--- src/rtl/i2c_rtc_target.sv ---
// rtl/i2c_rtc_target.sv - DS1307-style I2C real-time-clock target
//
// Purpose: I2C responder at SLAVE_ADDR holding a BCD sec/min/hour
// timekeeper (regs 0x00-0x02) and five RAM bytes (0x03-0x07), reached
// through an auto-incrementing register pointer. The bus is oversampled
// with clk; SCL is never driven.
//
// Ports:
//   clk       system clock, >= 20x SCL
//   rst_n     asynchronous active-low reset
//   scl       bus clock in
//   sda_i     bus data level in
//   sda_oe    1 = pull SDA low
//   tick_1hz  one-clk pulse per second, advances the timekeeper
//   sec_bcd   live register 0x00 (bit 7 = clock halt)
//   min_bcd   live register 0x01
//   hour_bcd  live register 0x02 (24-hour BCD)
//   busy      address matched, until next START/STOP

module i2c_rtc_target #(
  parameter logic [6:0] SLAVE_ADDR  = 7'b1101000,
  parameter int         SYNC_STAGES = 2
) (
  input  logic       clk,
  input  logic       rst_n,
  input  logic       scl,
  input  logic       sda_i,
  output logic       sda_oe,
  input  logic       tick_1hz,
  output logic [7:0] sec_bcd,
  output logic [7:0] min_bcd,
  output logic [7:0] hour_bcd,
  output logic       busy
);

  typedef enum logic [3:0] {
    IDLE, ADDR, ADDR_ACK, PTR, PTR_ACK, WR_DATA, WR_ACK, RD_DATA, RD_ACK
  } state_t;

  // Synchronisers reset to 1 so an idle bus produces no edge out of reset.
  logic [SYNC_STAGES-1:0] scl_sync_q, sda_sync_q;
  logic scl_s, sda_s, scl_prev_q, sda_prev_q;
  logic rise_q, fall_q, start_q, stop_q;

  assign scl_s = scl_sync_q[SYNC_STAGES-1];
  assign sda_s = sda_sync_q[SYNC_STAGES-1];

  always_ff @(posedge clk or negedge rst_n) begin
    if (!rst_n) begin
      scl_sync_q <= '1;
      sda_sync_q <= '1;
      scl_prev_q <= 1'b1;
      sda_prev_q <= 1'b1;
      rise_q     <= 1'b0;
      fall_q     <= 1'b0;
      start_q    <= 1'b0;
      stop_q     <= 1'b0;
    end else begin
      scl_sync_q <= {scl_sync_q[SYNC_STAGES-2:0], scl};
      sda_sync_q <= {sda_sync_q[SYNC_STAGES-2:0], sda_i};
      scl_prev_q <= scl_s;
      sda_prev_q <= sda_s;
      // Detected edges are registered and acted on one clk later.
      rise_q     <= scl_s & ~scl_prev_q;
      fall_q     <= ~scl_s & scl_prev_q;
      start_q    <= scl_s & scl_prev_q & sda_prev_q & ~sda_s;
      stop_q     <= scl_s & scl_prev_q & ~sda_prev_q & sda_s;
    end
  end

  state_t      state_q, state_d;
  logic [7:0]  regs_q [0:7];
  logic [7:0]  regs_d [0:7];
  logic [7:0]  shadow_q [0:2];
  logic [7:0]  shadow_d [0:2];
  logic [2:0]  ptr_q, ptr_d;
  logic [2:0]  bit_cnt_q, bit_cnt_d;
  logic [6:0]  shift_q, shift_d;   // received bits so far
  logic [6:0]  tx_q, tx_d;         // remaining bits of the byte being read
  logic        ack_seen_q, ack_seen_d;  // 9th SCL rise of an ACK slot passed
  logic        rw_q, rw_d;
  logic        busy_q, busy_d;
  logic        sda_oe_q, sda_oe_d;
  logic        tick_pend_q, tick_pend_d;
  logic [7:0]  rx_byte, rd_src;
  logic        bus_write;

  function automatic logic [7:0] bcd_inc(input logic [7:0] v);
    if (v[3:0] == 4'd9) return {v[7:4] + 4'd1, 4'd0};
    else                return {v[7:4], v[3:0] + 4'd1};
  endfunction

  always_ff @(posedge clk or negedge rst_n) begin
    if (!rst_n) begin
      state_q     <= IDLE;
      regs_q      <= '{default: 8'h00};
      shadow_q    <= '{default: 8'h00};
      ptr_q       <= 3'd0;
      bit_cnt_q   <= 3'd0;
      shift_q     <= 7'd0;
      tx_q        <= 7'd0;
      ack_seen_q  <= 1'b0;
      rw_q        <= 1'b0;
      busy_q      <= 1'b0;
      sda_oe_q    <= 1'b0;
      tick_pend_q <= 1'b0;
    end else begin
      state_q     <= state_d;
      regs_q      <= regs_d;
      shadow_q    <= shadow_d;
      ptr_q       <= ptr_d;
      bit_cnt_q   <= bit_cnt_d;
      shift_q     <= shift_d;
      tx_q        <= tx_d;
      ack_seen_q  <= ack_seen_d;
      rw_q        <= rw_d;
      busy_q      <= busy_d;
      sda_oe_q    <= sda_oe_d;
      tick_pend_q <= tick_pend_d;
    end
  end

  always_comb begin
    state_d     = state_q;
    regs_d      = regs_q;
    shadow_d    = shadow_q;
    ptr_d       = ptr_q;
    bit_cnt_d   = bit_cnt_q;
    shift_d     = shift_q;
    tx_d        = tx_q;
    ack_seen_d  = ack_seen_q;
    rw_d        = rw_q;
    busy_d      = busy_q;
    sda_oe_d    = sda_oe_q;
    tick_pend_d = 1'b0;
    bus_write   = 1'b0;
    rx_byte     = {shift_q, sda_s};
    rd_src      = (ptr_q < 3'd3) ? shadow_q[ptr_q[1:0]] : regs_q[ptr_q];

    if (stop_q) begin
      state_d  = IDLE;
      sda_oe_d = 1'b0;
      busy_d   = 1'b0;
    end else if (start_q) begin
      state_d   = ADDR;
      bit_cnt_d = 3'd0;
      sda_oe_d  = 1'b0;
      busy_d    = 1'b0;
    end else if (rise_q) begin
      case (state_q)
        ADDR, PTR, WR_DATA: begin
          shift_d   = rx_byte[6:0];
          bit_cnt_d = bit_cnt_q + 3'd1;
          if (bit_cnt_q == 3'd7) begin
            ack_seen_d = 1'b0;
            if (state_q == ADDR) begin
              if (rx_byte[7:1] == SLAVE_ADDR) begin
                state_d = ADDR_ACK;
                rw_d    = rx_byte[0];
                busy_d  = 1'b1;
                // Coherent snapshot of the timekeeper for the whole read.
                if (rx_byte[0]) shadow_d = regs_q[0:2];
              end else begin
                state_d = IDLE;
              end
            end else if (state_q == PTR) begin
              ptr_d   = rx_byte[2:0];
              state_d = PTR_ACK;
            end else begin
              regs_d[ptr_q] = rx_byte;
              bus_write     = 1'b1;
              ptr_d         = ptr_q + 3'd1;
              state_d       = WR_ACK;
            end
          end
        end
        RD_DATA: begin
          bit_cnt_d = bit_cnt_q + 3'd1;
          if (bit_cnt_q == 3'd7) begin
            state_d    = RD_ACK;
            ack_seen_d = 1'b0;
          end
        end
        ADDR_ACK, PTR_ACK, WR_ACK: ack_seen_d = 1'b1;
        RD_ACK: begin
          ptr_d = ptr_q + 3'd1;
          if (sda_s) state_d = IDLE;      // master NACK ends the read
          else       ack_seen_d = 1'b1;
        end
        default: ;
      endcase
    end else if (fall_q) begin
      case (state_q)
        ADDR_ACK, PTR_ACK, WR_ACK: begin
          if (!ack_seen_q) begin
            sda_oe_d = 1'b1;
          end else begin
            sda_oe_d  = 1'b0;
            bit_cnt_d = 3'd0;
            if (state_q == ADDR_ACK && rw_q) begin
              state_d  = RD_DATA;
              tx_d     = rd_src[6:0];
              sda_oe_d = ~rd_src[7];
            end else if (state_q == ADDR_ACK) begin
              state_d = PTR;
            end else begin
              state_d = WR_DATA;
            end
          end
        end
        RD_DATA: begin
          sda_oe_d = ~tx_q[6];
          tx_d     = {tx_q[5:0], 1'b0};
        end
        RD_ACK: begin
          if (!ack_seen_q) begin
            sda_oe_d = 1'b0;
          end else begin
            state_d   = RD_DATA;
            bit_cnt_d = 3'd0;
            tx_d      = rd_src[6:0];
            sda_oe_d  = ~rd_src[7];
          end
        end
        default: sda_oe_d = 1'b0;
      endcase
    end

    // A bus write takes priority; a coincident tick is deferred one clk
    // and then applied to the freshly written values.
    if (bus_write) begin
      tick_pend_d = tick_1hz | tick_pend_q;
    end else if ((tick_1hz || tick_pend_q) && !regs_q[0][7]) begin
      if (regs_q[0] == 8'h59) begin
        regs_d[0] = 8'h00;
        if (regs_q[1] == 8'h59) begin
          regs_d[1] = 8'h00;
          regs_d[2] = (regs_q[2] == 8'h23) ? 8'h00 : bcd_inc(regs_q[2]);
        end else begin
          regs_d[1] = bcd_inc(regs_q[1]);
        end
      end else begin
        regs_d[0] = bcd_inc(regs_q[0]);
      end
    end
  end

  assign sda_oe   = sda_oe_q;
  assign busy     = busy_q;
  assign sec_bcd  = regs_q[0];
  assign min_bcd  = regs_q[1];
  assign hour_bcd = regs_q[2];

endmodule

--- config.mk ---
export PLATFORM = sky130hd
export DESIGN_NAME = i2c_rtc_target
export DESIGN_NICKNAME = d
export VERILOG_FILES = /design/src/rtl/i2c_rtc_target.sv
export SDC_FILE = /design/constraint.sdc
export NUM_CORES = 1
export LEC_CHECK = 0
export CORE_MARGIN = 2
export CORE_UTILIZATION = 40
export CTS_CLUSTER_DIAMETER = 150
export DETAILED_ROUTE_END_ITERATION = 10
export GPL_TIMING_DRIVEN = 0
export PLACE_DENSITY = 0.67
export SYNTH_ARGS = -nofsm -noshare
export SYNTH_HDL_FRONTEND = slang
export SYNTH_SLANG_ARGS = --single-unit
export TNS_END_PERCENT = 20
--- constraint.sdc ---
create_clock -name clk -period 2.5 [get_ports clk]
set_clock_uncertainty 0.1 [all_clocks]
set_input_delay 0.5 -clock clk [delete_from_list [all_inputs] [get_ports clk]]
set_output_delay 0.5 -clock clk [all_outputs]
set_load 0.05 [all_outputs]
==> results of run 1 <==
## cell families (layout without fill, tap and decap cells)
| group | count (synthesis) | after routing |
|---|---|---|
| AO/OA/AOI/OAI | 99 | 99 |
| XOR/XNOR | 5 | 5 |
| adder cells (fa/ha/maj) | 13 | 13 |
| buffers and inverters | 71 | 145 |
| flip-flops | 127 | 127 |
| multiplexers | 104 | 104 |
| AND/OR/NAND/NOR | 168 | 168 |
## critical path: cells and delay by family, from the launching register on
family                 cells  cell delay [ns]
flip-flops                 1             0.47
buffers and inverters      2             0.94
## final timing paths
kind | cells after the start | to
setup / recovery | 2 | hour_bcd[6]
hold reg to reg | 0 | scl_sync_q[1]$_DFF_PN1_
max in group asynchronous | 3 | asynchronous set/reset pin
hold / removal | 0 | scl_sync_q[1]$_DFF_PN1_
min in group asynchronous | 2 | bit_cnt_q[2]$_DFFE_PN0P_
setup reg to reg | 7 | hour_bcd[1]$_DFF_PN0_
## power by group through the flow
stage                     registers, mW  logic [mW]  clock network (mW)
after floorplan                    2.45        1.30                   0
after global placement             2.53        1.77                   0
after detailed placement           2.54        1.81                   0
after CTS                          2.50        1.83                2.31
after global routing               2.54        2.00                2.39
final                              2.51        1.85                2.27
## cell usage after synthesis, types with 3 or more instances
master       n
or3_1        7
xor2_1       3
a21oi_1     18
inv_1       13
clkbuf_1    17
and3b_1      4
a211o_1      3
mux4_2      16
mux2_2      66
buf_4       26
dfstp_2      6
nor2_1      29
nand4_1      4
nand2b_1     8
dfrtp_1    121
or4_1        3
nor2_2       3
nand2_1     43
nand3_1     16
mux2_4       5
o2bb2ai_1    4
o21bai_1     5
o21ai_1      3
nand3b_1     3
buf_2       11
mux2i_1     17
nor3b_1      5
nor2b_1     11
nor3_1       7
a221o_1      4
o211ai_1     6
o21ai_0     29
ha_1        13
## final cells by class
| type | instances | area, sq um | share of cell area |
|---|---|---|---|
| multi-input combinational | 389 | 3261 | 0.4035 |
| sequential | 127 | 3186 | 0.3942 |
| clock buffer | 22 | 484.2 | 0.05992 |
| timing repair buffer | 44 | 416.7 | 0.05156 |
| buffer | 57 | 349.1 | 0.04320 |
| tap | 220 | 275.3 | 0.03406 |
| clock inverter | 9 | 61.31 | 0.007586 |
| inverter | 13 | 48.80 | 0.006038 |
## cells in the final DEF (no fill, tap or decap), types with 5 or more instances in the layout
cell type,Yosys,routed
mux2i_1,17,17
ha_1,13,11
o21ai_0,29,28
nand3_1,16,16
clkinvlp_4,0,5
inv_1,13,13
clkdlybuf4s50_1,0,19
or3_1,7,7
nor2b_1,11,11
o21bai_1,5,5
clkbuf_16,0,17
o211ai_1,6,6
mux2_4,5,5
dfstp_2,6,6
nor2_1,29,29
buf_4,26,49
a21oi_1,18,18
dfrtp_1,121,121
nand2_1,43,43
clkbuf_1,17,15
nand2b_1,8,8
mux4_2,16,16
mux2_2,66,66
nor3_1,7,5
buf_2,11,9
## metal layers
layer  GRT usage  up-vias  wire length [um]
met4     0.08246        0               418
met3     0.05140       30               853
met2      0.3189      156              8323
li1            -     2239                 -
met5           0        -                 0
met1      0.2625     2522              7622
## metrics by stage
step	setup TNS [ns]	std cells	power, mW	utilization
global route	0	881	6.927	0.4873
detailed placement	-8.980	838	4.343	0.4452
global placement	-513.88	837	4.294	0.4435
floorplan	0	587	3.754	-
finish	0	881	6.625	0.4873
CTS	0	874	6.636	0.4834
## repair_timing
action | in CTS | in global routing
resized for setup | 16 | 13
setup endpoints to repair | 63 | 74
setup buffers | 4 | 8
hold endpoints to repair | 29 | 0
pin swaps | 3 | 6
hold buffers | 1 | 0
==> out/qor.yml, run 1 <==
status: "completed"
intPower_mw: 4.317
seq_power_share: 0.378
cts_buffers: 17
dp_slack_ns: -0.2545
min_period_ns: 2.432
clk_latency_ns: 0.42
synthXorXnorAreaFrac: 0.006460
hpwl_mm: 11.78
synth_area_leaders: "dfrtp_1, mux2_2, mux4_2"
synth_top_cell_by_area: "dfrtp_1"
wire_per_inst_um: 19.54
antenna_left: 0
placed_area_sq_mm: 0.007383
drtIter0Drc: 396
core_area_sq_mm: 0.01658
placementRows: 47
stdcell_area_sq_mm: 0.008082
pwr-share-comb: 0.280
initial_utilization: 0.4088
synth.distinct_cells: 74
syn_inst: 587
overflow: 0
yosysSeqAreaShare: 0.4699
ys_dominant_reg_cell: "dfrtp_1"
required_ns: 1.90
whs_ns: 0.2581
synthesis.area_sq_mm: 0.006779
synth_edf_count: 0
clockBufferDepth: 2
hold_viol: 0
yosysWarnings: 0
hold_class: "reg -> reg"
drv_cap: 0
synthAdderAreaFrac: 0.02399
drive_above_1_share: 0.3238
cp-start-kind: "flip-flop"
path_cells: "buf_4 -> clkdlybuf4s50_1"
setup_viol: 0
end_kind: "output pin"
path_max_fanout: 7
die_w_um: 134.2
slew_violations: 0
criticalPathCategory: "reg -> out"
gp_congestion: 0.8543
max_freq_mhz: 411.2
p_sw_mw: 2.308
fp.dieH_um: 134.2
grt_pass1_wl_mm: 27.41
synthMuxAreaShare: 0.1990
clock-sinks: 127
timing.final.ws_setup_ns: 0.06811
powerDensity_mw_per_mm2: 819.8
drc: 0
dr.pass1.iters: 5
synth_top_family_by_area: "multiplexers"
path_clk_slew_ns: 0.06
worst_pin_slew_ns: 0.6994
worstPathArrival_ns: 1.83
grtUsageTotal: 0.2006
area_growth_pct: 19.21
rr_startpoint: "bit_cnt_q[0]$_DFFE_PN0P_"
antenna_found_initial: 0
wl_mm: 17.22
rsz0062_at_grt: "false"
ys_ff_latch: 127
peakVddDrop_mv: 0.4916
synth_compound_area_frac: 0.09967
nFillCells: 1495
cts_tree: "done"
leakagePower_nw: 3.599
num_antenna_cells: 0
htree_levels: 4
cp_slowest_cell: "clkdlybuf4s50_1"
nets: 667
synth-simple-area-share: 0.1429
portBuffers: 30
reg2reg_slack_ns: 0.11
synth_top_area_frac: 0.4467
syn_avg_cell_area_sq_um: 11.55
synth_nets: 605
vias: 4947
slew_headroom: 0.5276
grt_max_degree: 99
grt_pass1_vias: 4984
swShare: 0.3484
dieArea_sq_mm: 0.01800
post-route-period-util: 0.9728
via_per_inst: 5.615
hold_start: "scl_sync_q[0]$_DFF_PN1_"
ioPinCount: 31
cp-startpoint: "hour_bcd[6]$_DFFE_PN0P_"
cts_root_buf: "clkbuf_16"
synthArstFlopShare: 1.000
clkPwrFrac: 0.342
max_stage_delay_ns: 0.79
Power figures use the tool's default switching activity.
==> run 2, diff against run 1 <==
==> constraint.sdc (replaced) <==
create_clock -name clk -period 2.8 [get_ports clk]
set_clock_uncertainty 0.1 [all_clocks]
set_input_delay 0.56 -clock clk [delete_from_list [all_inputs] [get_ports clk]]
set_output_delay 0.56 -clock clk [all_outputs]
set_load 0.05 [all_outputs]
==> out/qor.yml, run 2 (same netlist as run 1, synthesis figures left out) <==
seq_power_share: 0.380  # was 0.378
clk_latency_ns: 0.42  # about the same
grt_pass1_vias: 4943  # was 4984
powerDensity_mw_per_mm2: 740.6  # was 819.8 mW/mm^2
num_antenna_cells: 0  # unchanged
criticalPathCategory: "reg -> reg"  # was reg -> out
worst_pin_slew_ns: 0.7416  # was 0.6994 ns
core_area_sq_mm: 0.01658  # unchanged
cts_tree: "done"  # unchanged
die_w_um: 134.2  # unchanged
cp_slowest_cell: "nor2_2"  # was clkdlybuf4s50_1
path_max_fanout: 8  # was 7
status: "completed"  # unchanged
htree_levels: 4  # unchanged
hpwl_mm: 11.78  # unchanged
placed_area_sq_mm: 0.007383  # unchanged
placementRows: 47  # unchanged
nets: 656  # was 667
cp-start-kind: "flip-flop"  # unchanged
required_ns: 3.00  # was 1.90 ns
clock-sinks: 127  # unchanged
path_cells: "ha_1 -> ha_4 -> and4bb_2 -> and2_0 -> buf_2 -> nand3_2 -> nor2_2 -> mux2_2"  # was buf_4 -> clkdlybuf4s50_1
post-route-period-util: 0.9518
grt_max_degree: 99  # unchanged
leakagePower_nw: 3.514  # was 3.599 nW
nFillCells: 1500  # was 1495
grtUsageTotal: 0.2001  # was 0.2006
clockBufferDepth: 2  # unchanged
end_kind: "flip-flop"  # was output pin
worstPathArrival_ns: 2.86  # was 1.83 ns
drc: 0  # unchanged
grt_pass1_wl_mm: 27.32  # was 27.41 mm
dieArea_sq_mm: 0.01800  # unchanged
slew_headroom: 0.5019  # was 0.5276
antenna_found_initial: 0  # unchanged
hold_class: "reg -> reg"  # unchanged
rsz0062_at_grt: "true"  # was false
stdcell_area_sq_mm: 0.007961  # was 0.008082 sq mm
portBuffers: 30  # unchanged
layout_commonest_cell: "dfrtp_1"  # unchanged
post_cts_buffers: 0  # was 4
gp_congestion: 0.8543  # unchanged
path_clk_slew_ns: 0.06  # about the same
dr.pass1.iters: 7  # was 5
wire_per_inst_um: 19.54  # about the same
peakVddDrop_mv: 0.4311  # was 0.4916 mV
fin_tns_setup_ns: 0  # unchanged
area_growth_pct: 17.44  # was 19.21%
swShare: 0.3472  # was 0.3484
intPower_mw: 3.849  # was 4.317 mW
min_period_ns: 2.665
drtIter0Drc: 377  # was 396
wl_mm: 17.00  # was 17.22 mm
drv_cap: 0  # unchanged
setup_viol: 0  # unchanged
cts_root_buf: "clkbuf_16"  # unchanged
overflow: 0  # unchanged
antenna_left: 0  # unchanged
pwr-share-comb: 0.276  # was 0.280
cts_buffers: 17  # unchanged
ioPinCount: 31  # unchanged
max_freq_mhz: 375.2
via_per_inst: 5.587  # was 5.615
fp.dieH_um: 134.2  # unchanged
vias: 4861  # was 4947
clkPwrFrac: 0.344  # was 0.342
slew_violations: 0  # unchanged
final_cell_mix: "dfrtp_1, mux2_2, nand2_1"  # was dfrtp_1, mux2_2, buf_4
p_sw_mw: 2.047  # was 2.308 mW
initial_utilization: 0.4088  # unchanged
max_stage_delay_ns: 0.52  # was 0.79 ns
drive_above_1_share: 0.2877  # was 0.3238
hold_viol: 0  # unchanged
==> run 2: changes by cell type in the layout (fill, tap and decap cells not counted), sizes merged <==
| cell | delta |
|---|---|
| buf | -22 |
| clkbuf | +1 |
| clkdlybuf4s50 | +10 |
==> run 2: worst max-delay path, delay by kind of cell, from the launching register on <==
family,cells,cell delay [ns]
and+or+nand+nor,4,1.12
DFF,1,0.37
buffers and inverters,1,0.17
muxes,1,0.40
adders and majority gates,2,0.38
==> run 2: power groups by stage <==
stage | Combinational, mW | Sequential [mW] | Clock, mW
5_1_grt | 1.76 | 2.26 | 2.14
3_5_place_dp | 1.61 | 2.26 | 0
2_1_floorplan | 1.16 | 2.19 | 0
6_report | 1.63 | 2.24 | 2.03
4_1_cts | 1.62 | 2.23 | 2.06
3_3_place_gp | 1.58 | 2.26 | 0
==> run 2: area by class of cell <==
type                    instances  area (sq um)  area share
repair buffers                 32         339.1     0.04259
clock buffers                  22         484.2     0.06082
well taps                     220         275.3     0.03457
plain buffers                  58         345.3     0.04338
flip-flops and latches        127          3186      0.4001
multi-input cells             389          3222      0.4047
clock inverters                 9         61.31    0.007701
inverters                      13         48.80    0.006129
==> run 2: what timing repair did <==
item                                   4_1_cts  5_1_grt
resized for setup                            0        4
hold buffers                                 1        0
endpoints found under the hold margin       29        0
setup endpoints to repair                    0       37
==> run 2: layer usage <==
layer / part of all wire / vias up / GRT usage
met5: 0 / - / 0
met4: 0.025 / 0 / 0.07602
met3: 0.051 / 33 / 0.05102
met2: 0.48 / 143 / 0.3211
met1: 0.44 / 2456 / 0.2620
li1: - / 2229 / -
==> run 2: through the flow <==
step	hold slack (ns)	utilization	total power, mW	worst slack, ns	std cells
after floorplan	0.1644	-	3.352	0.5232	587
after global placement	0.2471	0.4435	3.834	-3.825	837
after detailed placement	0.2478	0.4452	3.878	-0.002814	838
after CTS	0.2605	0.4787	5.916	0.01784	870
after global routing	0.2659	0.4801	6.164	-0.03530	870
final	0.2576	0.4801	5.896	0.1350	870
==> run 2: path summary, 6_finish.rpt <==
check,from,slack [ns],cells past startpoint,endpoint
worst max-delay path,bit_cnt_q[0]$_DFFE_PN0P_,0.14,8,flip-flop
worst min-delay path,scl_sync_q[0]$_DFF_PN1_,0.26,0,scl_sync_q[1]$_DFF_PN1_
worst max register to register,bit_cnt_q[0]$_DFFE_PN0P_,0.14,8,flip-flop
worst min register to register,scl_sync_q[0]$_DFF_PN1_,0.26,0,scl_sync_q[1]$_DFF_PN1_
max in group asynchronous,rst_n,1.31,3,shadow_q[19]$_DFFE_PN0P_
min in group asynchronous,rst_n,0.49,2,bit_cnt_q[2]$_DFFE_PN0P_
==> run 3, diff against run 2 <==
--- a/config.mk
+++ b/config.mk
@@ -6,11 +6,11 @@
 export NUM_CORES = 1
 export LEC_CHECK = 0
 export CORE_MARGIN = 2
-export CORE_UTILIZATION = 40
+export CORE_UTILIZATION = 65
 export CTS_CLUSTER_DIAMETER = 150
 export DETAILED_ROUTE_END_ITERATION = 10
 export GPL_TIMING_DRIVEN = 0
-export PLACE_DENSITY = 0.67
+export PLACE_DENSITY = 0.95
 export SYNTH_ARGS = -nofsm -noshare
 export SYNTH_HDL_FRONTEND = slang
 export SYNTH_SLANG_ARGS = --single-unit
==> out/qor.yml, run 3 (same netlist as run 1, synthesis figures left out) <==
drc: 0  # unchanged
placementRows: 37  # was 47
path_cells: "buf_4 -> clkdlybuf4s50_1"  # was ha_1 -> ha_4 -> and4bb_2 -> and2_0 -> buf_2 -> nand3_2 -> nor2_2 -> mux2_2
grt_use_met3: 0.09319  # was 0.05102
cp-startpoint: "hour_bcd[0]$_DFF_PN0_"  # was bit_cnt_q[0]$_DFFE_PN0P_
path_max_fanout: 7  # was 8
drtIter0Drc: 725  # was 377
hpwl_mm: 12.09  # was 11.78 mm
end_kind: "output pin"  # was flip-flop
clockBufferDepth: 2  # unchanged
antenna_found_initial: 0  # unchanged
nFillCells: 574  # was 1500
drive_above_1_share: 0.2857  # was 0.2877
reg2reg_slack_ns: 0.10  # was 0.14 ns
grtUsageTotal: 0.3675  # was 0.2001
vias: 5381  # was 4861
gp_congestion: 0.9269  # was 0.8543
whs_ns: 0.2581  # was 0.2576 ns
fp.dieH_um: 106.1  # was 134.2 um
setup_viol: 0  # unchanged
antenna_left: 0  # unchanged
min_path_cells: 0  # unchanged
rsz0062_at_grt: "true"  # unchanged
criticalPathCategory: "reg -> out"  # was reg -> reg
path_clk_slew_ns: 0.06  # about the same
critPathCapture: "hour_bcd[0]"
wire_per_inst_um: 24.40  # was 19.54 um
cts_root_buf: "clkbuf_8"  # was clkbuf_16
via_per_inst: 6.837  # was 5.587
cp-start-kind: "flip-flop"  # unchanged
dpl.cell_count: 754  # was 838
critical_path.top_delay_family: "buffers and inverters"  # was simple AND/OR/NAND/NOR gates
layout_commonest_cell: "dfrtp_1"  # unchanged
worstPathArrival_ns: 2.10  # was 2.86 ns
portBuffers: 30  # unchanged
grt_max_degree: 88  # was 99
grt_pass1_wl_mm: 30.90  # was 27.32 mm
die_w_um: 106.1  # was 134.2 um
grt_pass1_vias: 5507  # was 4943
busiest_layer: "met2"  # unchanged
drv_cap: 0  # unchanged
stdcell_area_sq_mm: 0.007930  # was 0.007961 sq mm
core_area_sq_mm: 0.01023  # was 0.01658 sq mm
placed_area_sq_mm: 0.007278  # was 0.007383 sq mm
dr.pass1.iters: 7  # unchanged
ioPinCount: 31  # unchanged
grt_use_met2: 0.5733  # was 0.3211
cts_buffers: 17  # unchanged
clock-sinks: 127  # unchanged
slew_violations: 0  # unchanged
grtUsageMet1: 0.4765  # was 0.2620
dieArea_sq_mm: 0.01126  # was 0.01800 sq mm
peakVddDrop_mv: 0.5870  # was 0.4311 mV
worst_pin_slew_ns: 0.8083  # was 0.7416 ns
slew_headroom: 0.4570  # was 0.5019
path_depth: 2  # was 8
critPathBufInv: 2  # was 1
num_antenna_cells: 0  # unchanged
cp_slowest_cell: "clkdlybuf4s50_1"  # was nor2_2
r2r_cells: 8  # unchanged
nets: 656  # unchanged
powerDensity_mw_per_mm2: 800.1  # was 740.6 mW/mm^2
required_ns: 2.14  # was 3.00 ns
instances_no_fill: 787  # was 870
overflow: 0  # unchanged
rr_startpoint: "bit_cnt_q[0]$_DFFE_PN0P_"  # unchanged
area_growth_pct: 16.98  # was 17.44%
cts_tree: "done"  # unchanged
initial_utilization: 0.6626  # was 0.4088
hold_viol: 0  # unchanged
post-route-period-util: 0.9851  # was 0.9518
wl_mm: 19.21  # was 17.00 mm
clk_latency_ns: 0.53  # was 0.42 ns
min_period_ns: 2.758  # was 2.665 ns
hold_class: "reg -> reg"  # unchanged
final-seq-area_sq_mm: 0.003186  # unchanged
max_stage_delay_ns: 0.79  # was 0.52 ns
final_cell_mix: "dfrtp_1, mux2_2, nand2_1"  # unchanged
htree_levels: 4  # unchanged
max_freq_mhz: 362.5  # was 375.2 MHz
leakagePower_nw: 3.559  # was 3.514 nW
status: "completed"  # unchanged
multi_input_area_sq_mm: 0.003212  # was 0.003222 sq mm
[run 3: changes by cell type in the layout (fill, tap and decap cells not counted), moves of 2 or more]
cell	previous run	this run
clkinv_4	1	4
nor3_2	4	2
clkinvlp_4	5	2
clkinv_2	3	1
bufinv_16	0	4
nor3_1	5	7
[run 3: area by class of cell]
| type | count | share of cell area |
|---|---|---|
| Buffer | 58 | 0.04355 |
| Clock buffer | 20 | 0.05617 |
| Clock inverter | 12 | 0.02319 |
| Inverter | 13 | 0.006153 |
| Multi-Input combinational cell | 389 | 0.4050 |
| Sequential cell | 127 | 0.4017 |
| Tap cell | 136 | 0.02146 |
| Timing Repair Buffer | 32 | 0.04276 |
[run 3: what timing repair did]
item,4_1_cts,5_1_grt
hold endpoints to repair,40,0
resized for setup,0,2
endpoints found under the setup margin,0,38
buffers inserted,0,0
hold buffers,1,0
[run 3: where the power goes]
group	leakage, nW	internal, mW	switching [mW]
Combinational	1.60	0.630	1.08
Clock	0.302	1.50	0.857
Sequential	1.65	2.01	0.269
Total	3.56	4.14	2.21
[run 3: worst reg2reg max path: cells and delay by family, from the launching register on]
family / cells / cell delay (ns)
flip-flops: 1 / 0.39
AND/OR/NAND/NOR: 4 / 1.11
adder cells (fa/ha/maj): 2 / 0.39
multiplexers: 1 / 0.41
buffers and inverters: 1 / 0.17
[run 3: metal layers]
| metal | share of wire | wire length [um] |
|---|---|---|
| met5 | 0 | 0 |
| met1 | 0.38 | 7285 |
| met4 | 0.060 | 1147 |
| met2 | 0.47 | 9091 |
| met3 | 0.087 | 1680 |
[run 3: through the flow]
| step | TNS, ns | setup slack [ns] | utilization | power (mW) |
|---|---|---|---|---|
| after floorplan | 0 | 0.5232 | - | 3.352 |
| after global placement | -454.61 | -3.659 | 0.7086 | 3.816 |
| after detailed placement | 0 | 0.06950 | 0.7114 | 3.915 |
| after CTS | 0 | 0.007574 | 0.7739 | 6.286 |
| after global routing | -0.03906 | -0.01095 | 0.7751 | 6.557 |
| final | 0 | 0.04169 | 0.7751 | 6.345 |
[run 3: worst min path at each step]
stage                                  from                         end  slack, ns
finish              sda_sync_q[0]$_DFF_PN1_     sda_sync_q[1]$_DFF_PN1_       0.26
global route        sda_sync_q[0]$_DFF_PN1_     sda_sync_q[1]$_DFF_PN1_       0.27
CTS                 sda_sync_q[0]$_DFF_PN1_     sda_sync_q[1]$_DFF_PN1_       0.26
detailed placement  sda_sync_q[0]$_DFF_PN1_     sda_sync_q[1]$_DFF_PN1_       0.25
global placement    sda_sync_q[0]$_DFF_PN1_     sda_sync_q[1]$_DFF_PN1_       0.25
floorplan                             rst_n  asynchronous set/reset pin       0.16
